File: config.mk
export PLATFORM = sky130hd
export DESIGN_NAME = clk_period_meter
export DESIGN_NICKNAME = d
export VERILOG_FILES = /design/src/rtl/clk_period_meter.sv
export SDC_FILE = /design/constraint.sdc
export NUM_CORES = 1
export LEC_CHECK = 0
export ABC_AREA = 1
export BUFFER_PORTS_ARGS = -buffer_cell sky130_fd_sc_hd__clkbuf_2
export CORE_MARGIN = 3
export CORE_UTILIZATION = 50
export CTS_BUF_LIST = sky130_fd_sc_hd__clkbuf_16
export CTS_CLUSTER_SIZE = 16
export DETAILED_ROUTE_END_ITERATION = 8
export PLACE_DENSITY = 0.69
export SLEW_MARGIN = 20
export SYNTH_ARGS = -nofsm -noshare
export SYNTH_HDL_FRONTEND = slang
export SYNTH_SLANG_ARGS = --single-unit
File: constraint.sdc
create_clock -name clk_in -period 2.05 [get_ports clk_in]
set_clock_uncertainty 0.1 [all_clocks]
set_input_delay 0.1025 -clock clk_in [delete_from_list [all_inputs] [get_ports clk_in]]
set_output_delay 0.1025 -clock clk_in [all_outputs]
set_load 0.01 [all_outputs]
File: src/rtl/clk_period_meter.sv
// Measures period and high time of a slow asynchronous square wave in clk_in cycles.
// Reports both with a one-cycle valid strobe and flags a missing rising edge as stuck.
module clk_period_meter #(
    parameter int CNT_W       = 16,
    parameter int SYNC_STAGES = 2,
    parameter int TIMEOUT     = 65535
) (
    input  logic             clk_in,
    input  logic             rst,
    input  logic             sig_in,
    output logic [CNT_W-1:0] period_out,
    output logic [CNT_W-1:0] high_out,
    output logic             valid,
    output logic             duty_50,
    output logic             stuck
);
    typedef enum logic [1:0] {IDLE, MEASURE, STALL} state_t;

    localparam logic [CNT_W-1:0] CNT_MAX   = '1;
    localparam logic [CNT_W-1:0] TIMEOUT_C = CNT_W'(TIMEOUT);

    logic [SYNC_STAGES-1:0] sync_q;
    logic                   sig_s, sig_d, rise;
    logic [CNT_W-1:0]       per_cnt, hi_cnt;
    logic                   at_timeout;
    state_t                 state, state_nxt;
    logic                   arm, capture, count, set_stuck, clr_stuck;

    always_ff @(posedge clk_in or negedge rst) begin
        if (!rst) begin
            sync_q <= '0;
            sig_d  <= 1'b0;
        end else begin
            sync_q <= {sync_q[SYNC_STAGES-2:0], sig_in};
            sig_d  <= sig_s;
        end
    end

    assign sig_s      = sync_q[SYNC_STAGES-1];
    assign rise       = sig_s & ~sig_d;
    assign at_timeout = (per_cnt == TIMEOUT_C);

    always_ff @(posedge clk_in or negedge rst) begin
        if (!rst) state <= IDLE;
        else      state <= state_nxt;
    end

    always_comb begin
        state_nxt = state;
        case (state)
            IDLE:    if (rise) state_nxt = MEASURE;
            MEASURE: if (!rise && at_timeout) state_nxt = STALL;
            STALL:   if (rise) state_nxt = MEASURE;
            default: state_nxt = IDLE;
        endcase
    end

    // Every rise restarts the counters; only a rise in MEASURE closes a full period.
    always_comb begin
        arm       = 1'b0;
        capture   = 1'b0;
        count     = 1'b0;
        set_stuck = 1'b0;
        clr_stuck = 1'b0;
        case (state)
            IDLE:    arm = rise;
            MEASURE: begin
                arm       = rise;
                capture   = rise;
                count     = !rise;
                set_stuck = !rise && at_timeout;
            end
            STALL: begin
                arm       = rise;
                clr_stuck = rise;
            end
            default: ;
        endcase
    end

    always_ff @(posedge clk_in or negedge rst) begin
        if (!rst) begin
            per_cnt <= '0;
            hi_cnt  <= '0;
        end else if (arm) begin
            per_cnt <= CNT_W'(1);
            hi_cnt  <= CNT_W'(1);
        end else if (count) begin
            if (per_cnt != CNT_MAX)          per_cnt <= per_cnt + 1'b1;
            if (sig_s && hi_cnt != CNT_MAX)  hi_cnt  <= hi_cnt + 1'b1;
        end
    end

    always_ff @(posedge clk_in or negedge rst) begin
        if (!rst) begin
            period_out <= '0;
            high_out   <= '0;
            valid      <= 1'b0;
            duty_50    <= 1'b0;
            stuck      <= 1'b0;
        end else begin
            valid <= capture;
            if (capture) begin
                period_out <= per_cnt;
                high_out   <= hi_cnt;
                // Doubling is done one bit wider so a large high time cannot alias.
                duty_50    <= ({hi_cnt, 1'b0} == {1'b0, per_cnt});
            end
            if (set_stuck)      stuck <= 1'b1;
            else if (clr_stuck) stuck <= 1'b0;
        end
    end
endmodule

# == Word-level counts from Yosys, hierarchy flattened ==
# Cells that the tools add are included.
# op_classes
add_sub_neg,2
multipliers,0
n_div,0
magnitude_cmp,0
n_eq_ne,8
n_shift,0
muxes,16
bitwise_logic,2
n_reduce_logical,13
# ops
op,count
16-bit two-way mux,6
16-bit by 1-bit adder with 16-bit output (second input constant),2
16-bit inequality test (second input constant),2
17-bit by 16-bit equality test with 1-bit output,1
16-bit equality test (second input constant),1
2-bit nonzero test,4
1-bit two-way mux,7
2-bit AND reduction,3
2-bit two-way mux,2
2-bit one-hot mux with 2 select lines,1
3-bit OR reduction,1
2-bit by 1-bit equality test with 1-bit output (second input constant),1
2-bit equality test (second input constant),1
1-bit logical AND,2
2-bit logical NOT,1
2-bit by 1-bit inequality test with 1-bit output (second input constant),1
2-bit inequality test (second input constant),1
2-bit OR reduction,1
1-bit AND,1
1-bit logical NOT,1
1-bit NOT,1
# totals
ff_bits,72
latch_bits,0
mem_bits_rw,0
rom_bits,0
in_bits,3
output_inout_bits,35
word_cells,51
mem_count,0

# == Logic depth before layout (Yosys ltp) ==
# depth
depth_word,6
ltp_mapped,11
depth_no_buf,10

# == Least setup slack after synthesis ==
# OpenSTA, ideal clock, no wires.
# synth_path
kind,register to register
start,register hi_cnt[0]
end,register hi_cnt[15]
setup_time_ps,65
arrival_ps,1489
required_ps,1885
slack_ps,396
stages_incl_launch_ff,11
n_path_buf,1
period_less_slack_ps,1654
path_cell_list,dfrtp_1 ha_1 nand2_1 nor2_4 nand2_2 o21ai_4 nand2_4 nand2_8 buf_8 nand2_1 nand2_1
# synth_between
elab_chain_len,4
word_cells_on_any_way,8
classes_between,add/sub (1); eq/ne (1); mux (3); reduce/logical (3)
# synth_rtl
item,line,text
"start, declared",24,"logic [CNT_W-1:0] per_cnt, hi_cnt;"
"start signal, assigned",90,if (sig_s && hi_cnt != CNT_MAX) hi_cnt <= hi_cnt + 1'b1;
16-bit by 1-bit adder with 16-bit output / 16-bit inequality test (equally long branches),90,
16-bit two-way mux / 1-bit logical AND (equally long branches),90,
16-bit two-way mux / 2-bit nonzero test (equally long branches),n/a,
16-bit two-way mux / 2-bit AND reduction (equally long branches),n/a,
# Several ways; a longest one is shown, not always the timed one. The select of a mux whose other input is x is not followed.
# A chain may end at the register's enable or synchronous reset.

# == Worst setup path after layout ==
# layout_path
start,register per_cnt[0]
end,register per_cnt[0]
# layout_between
elab_chain_len,4
word_cells_on_any_way,7
classes_between,add/sub (1); eq/ne (1); mux (3); reduce/logical (2)
# layout_rtl
item,line,text
"start, declared",24,
"start signal, assigned",89,if (per_cnt != CNT_MAX) per_cnt <= per_cnt + 1'b1;
16-bit by 1-bit adder with 16-bit output,89,
16-bit two-way mux,89,
16-bit two-way mux,88,end else if (count) begin
16-bit two-way mux,85,end else if (arm) begin
# Several ways; a longest one is shown, not always the timed one. The select of a mux whose other input is x is not followed.

==> flow_summary.ini <==
[layout]
final_nets = 552
final_common_cell = nand2_1
drive_gt1_frac = 0.1522
area_growth_pct = 18.45
final_cell_mix = 173 x nand2_1, 71 x dfrtp_1, 55 x nor2_1, 44 x o21ai_0, 41 x inv_1
antenna_cells = 0

[setup_path]
crit_start = per_cnt[0]$_DFFE_PN0P_
worstPathRequired_ns = 2.16
cp.arrival_ns = 2.00
crit_fanout = 12
critPathKind = reg2reg
end_kind = flip-flop
cp-start-kind = flip-flop
r2r-start = per_cnt[0]$_DFFE_PN0P_
r2r_setup_slack_ns = 0.16
r2r_cells = 9

[sta]
setup_viol = 0
layout_setup_ws_ns = 0.1579
tns_ns = 0
fmax_ghz = 0.5285
finalCritPeriodShare = 0.9230
hold_violations = 0
worst_slew_pin_slew_ns = 0.4898
period_minus_slack_ns = 1.892
maxSlewViolCount = 0
rsz0062_at_grt = no
maxSlewHeadroom = 0.6735

[global_route]
grt_max_degree = 50
grt_use_total = 0.2365
grt_pass1_wl_mm = 15.82
grt_pass1_vias = 3226
antenna_found_initial = 0
gr-total-overflow = 0

[pwr]
fin_total_pwr_uw = 4009
vdd_ir_drop_max_uv = 527.4
power.leakage_uw = 0.002197
powerDensity_mw_per_mm2 = 904.1

[clock_network]
clk_pin_slew_ns = 0.06
cts.sinks = 72
tritoncts = done
clockBufferDepth = 2
root_buffer = clkbuf_16
clkLatencyLatePin_ns = 0.33
htree_levels = 3
cts_buffers = 9

[routing]
route.met3.wl_um = 454
drc = 0
vias_per_cell = 5.204
routed_wl_mm = 9.448
met1Wirelength_mm = 4.135
first_pass_iters = 5
route.vias.total = 3372
antenna_left = 0
dr_wl_met2_mm = 4.628
top_layer = met4
avgRoutedWirePerCell_um = 14.58
dr.first_iter.drc_count = 195

[die]
die-area_mm2 = 0.008562
io_pins = 38
rows = 30
die_h_um = 92.53
chipWidth_um = 92.53
start_util = 0.5333
fp.coreArea_mm2 = 0.007019

[synthesis]
synthCells = 493
seq_area_frac_synth = 0.4813
synth_cell_types = 32
syn-cell-area_mm2 = 0.003744
yosys_warnings = 0
syn-num-nets = 498
synth_seq_cells = 72
syn_avg_cell_area_um2 = 7.593

[hold_path]
hold_class = reg2reg
holdCritStartpoint = sync_q[0]$_DFF_PN0_
min_path_cells = 0

[place]
hpwl_mm = 6.924
io_buffers = 37
pre_cts_ws_ns = 0.1734
gp_congestion = 0.9224

[run_status]
status = finished clean

[run]
drv_cap = 0
-- repair_timing --
| action | 4_1_cts | 5_1_grt |
|---|---|---|
| hold endpoints to repair | 73 | 0 |
| buffers inserted | 0 | 2 |
| hold buffers | 3 | 0 |
| endpoints found under the setup margin | 0 | 3 |
| resized for setup | 0 | 1 |
-- synthesized netlist by cell type --
master    number  area [µm²]
xnor2_1        3       26.28
a22oi_2        1       12.51
inv_1         41       153.9
nor2_1        55       206.5
nand3_1       31       155.2
o21bai_2       1       11.26
o21ai_1        9       45.04
a21oi_1        8       40.04
nand4_1        4       25.02
clkbuf_1       6       22.52
xor2_1         9       78.83
o21ai_2        2       17.52
nand2_1      173       649.4
and2_1         1       6.260
buf_6          1       11.26
buf_2          3       15.01
nor2_4         3       33.78
nand3b_1       3       22.52
nor3_1         3       15.01
nor2_2         4       25.02
nand2_2        1       6.260
buf_4          2       15.01
ha_1           2       25.02
nand2_4        1       11.26
o21ai_4        1       16.27
o31ai_1        1       7.510
inv_2          2       7.510
dfrtp_1       72        1802
o21ai_0       44       220.2
buf_8          1       15.01
nand2_8        1       20.02
o22ai_1        4       25.02
-- final cells by class --
type | instances | area, µm²
clock buffers | 9 | 225.2
clock inverters | 7 | 62.56
fillers | 662 | 2585
inverters | 43 | 161.4
multi-input cells | 365 | 1702
flip-flops and latches | 72 | 1803
well taps | 96 | 120.1
repair buffers | 56 | 360.3
-- where the power goes --
part / leakage [µW] / switching (µW) / total (µW) / internal, µW
clock network: 0.000138 / 587 / 1520 / 928
logic: 0.00108 / 488 / 787 / 299
registers: 0.000974 / 136 / 1710 / 1570
-- per-stage QoR --
| stage | utilization | cells | instance area [µm²] | hold WS, ns |
|---|---|---|---|---|
| finish | 0.6317 | 648 | 4434 | 0.2512 |
| global route | 0.6317 | 648 | 4434 | 0.2556 |
| CTS | 0.6276 | 646 | 4405 | 0.2546 |
| detailed placement | 0.5824 | 627 | 4088 | -0.2071 |
| global placement | 0.5824 | 627 | 4088 | -0.2070 |
| floorplan | - | 493 | 3744 | -0.2931 |
-- logic make-up (layout without fill, tap and decap cells) --
family	count (synthesis)	in the layout	synth area share
flip-flops	72	72	0.4813
XOR/XNOR	12	12	0.02808
AND/OR/NAND/NOR	280	280	0.3142
adder cells (fa/ha/maj)	2	2	0.006683
AO/OA/AOI/OAI	71	71	0.1056
buffers and inverters	56	115	0.06417
-- final timing paths --
kind,to
min in group asynchronous,period_out[13]$_DFFE_PN0P_
worst max register to register,per_cnt[0]$_DFFE_PN0P_
worst min-delay path,sync_q[1]$_DFF_PN0_
worst min register to register,sync_q[1]$_DFF_PN0_
max in group asynchronous,per_cnt[1]$_DFFE_PN0P_
worst max-delay path,per_cnt[0]$_DFFE_PN0P_
-- registers in the layout, indices dropped and copies added (netlist names) --
register,count
duty_50,1
hi_cnt,16
high_out,16
per_cnt,16
period_out,16
sig_d,1
state,2
stuck,1
sync_q,2
valid,1
-- worst max-delay path, cell delays in order (launching register included) --
cell     delay (ns)
dfrtp_1        0.43
ha_1           0.26
nand3_1        0.16
inv_1          0.10
nand3_1        0.14
nor2_2         0.21
nor2_4         0.07
buf_12         0.14
o21ai_0        0.07
o21ai_1        0.08
-- metal layers --
| metal | GRT usage | up-vias |
|---|---|---|
| met3 | 0.03656 | 19 |
| met1 | 0.3088 | 1594 |
| met5 | 0 | - |
| met4 | 0.1064 | 0 |
| met2 | 0.3879 | 84 |
| li1 | - | 1675 |
Note: power is estimated with default switching activity, not from simulation.
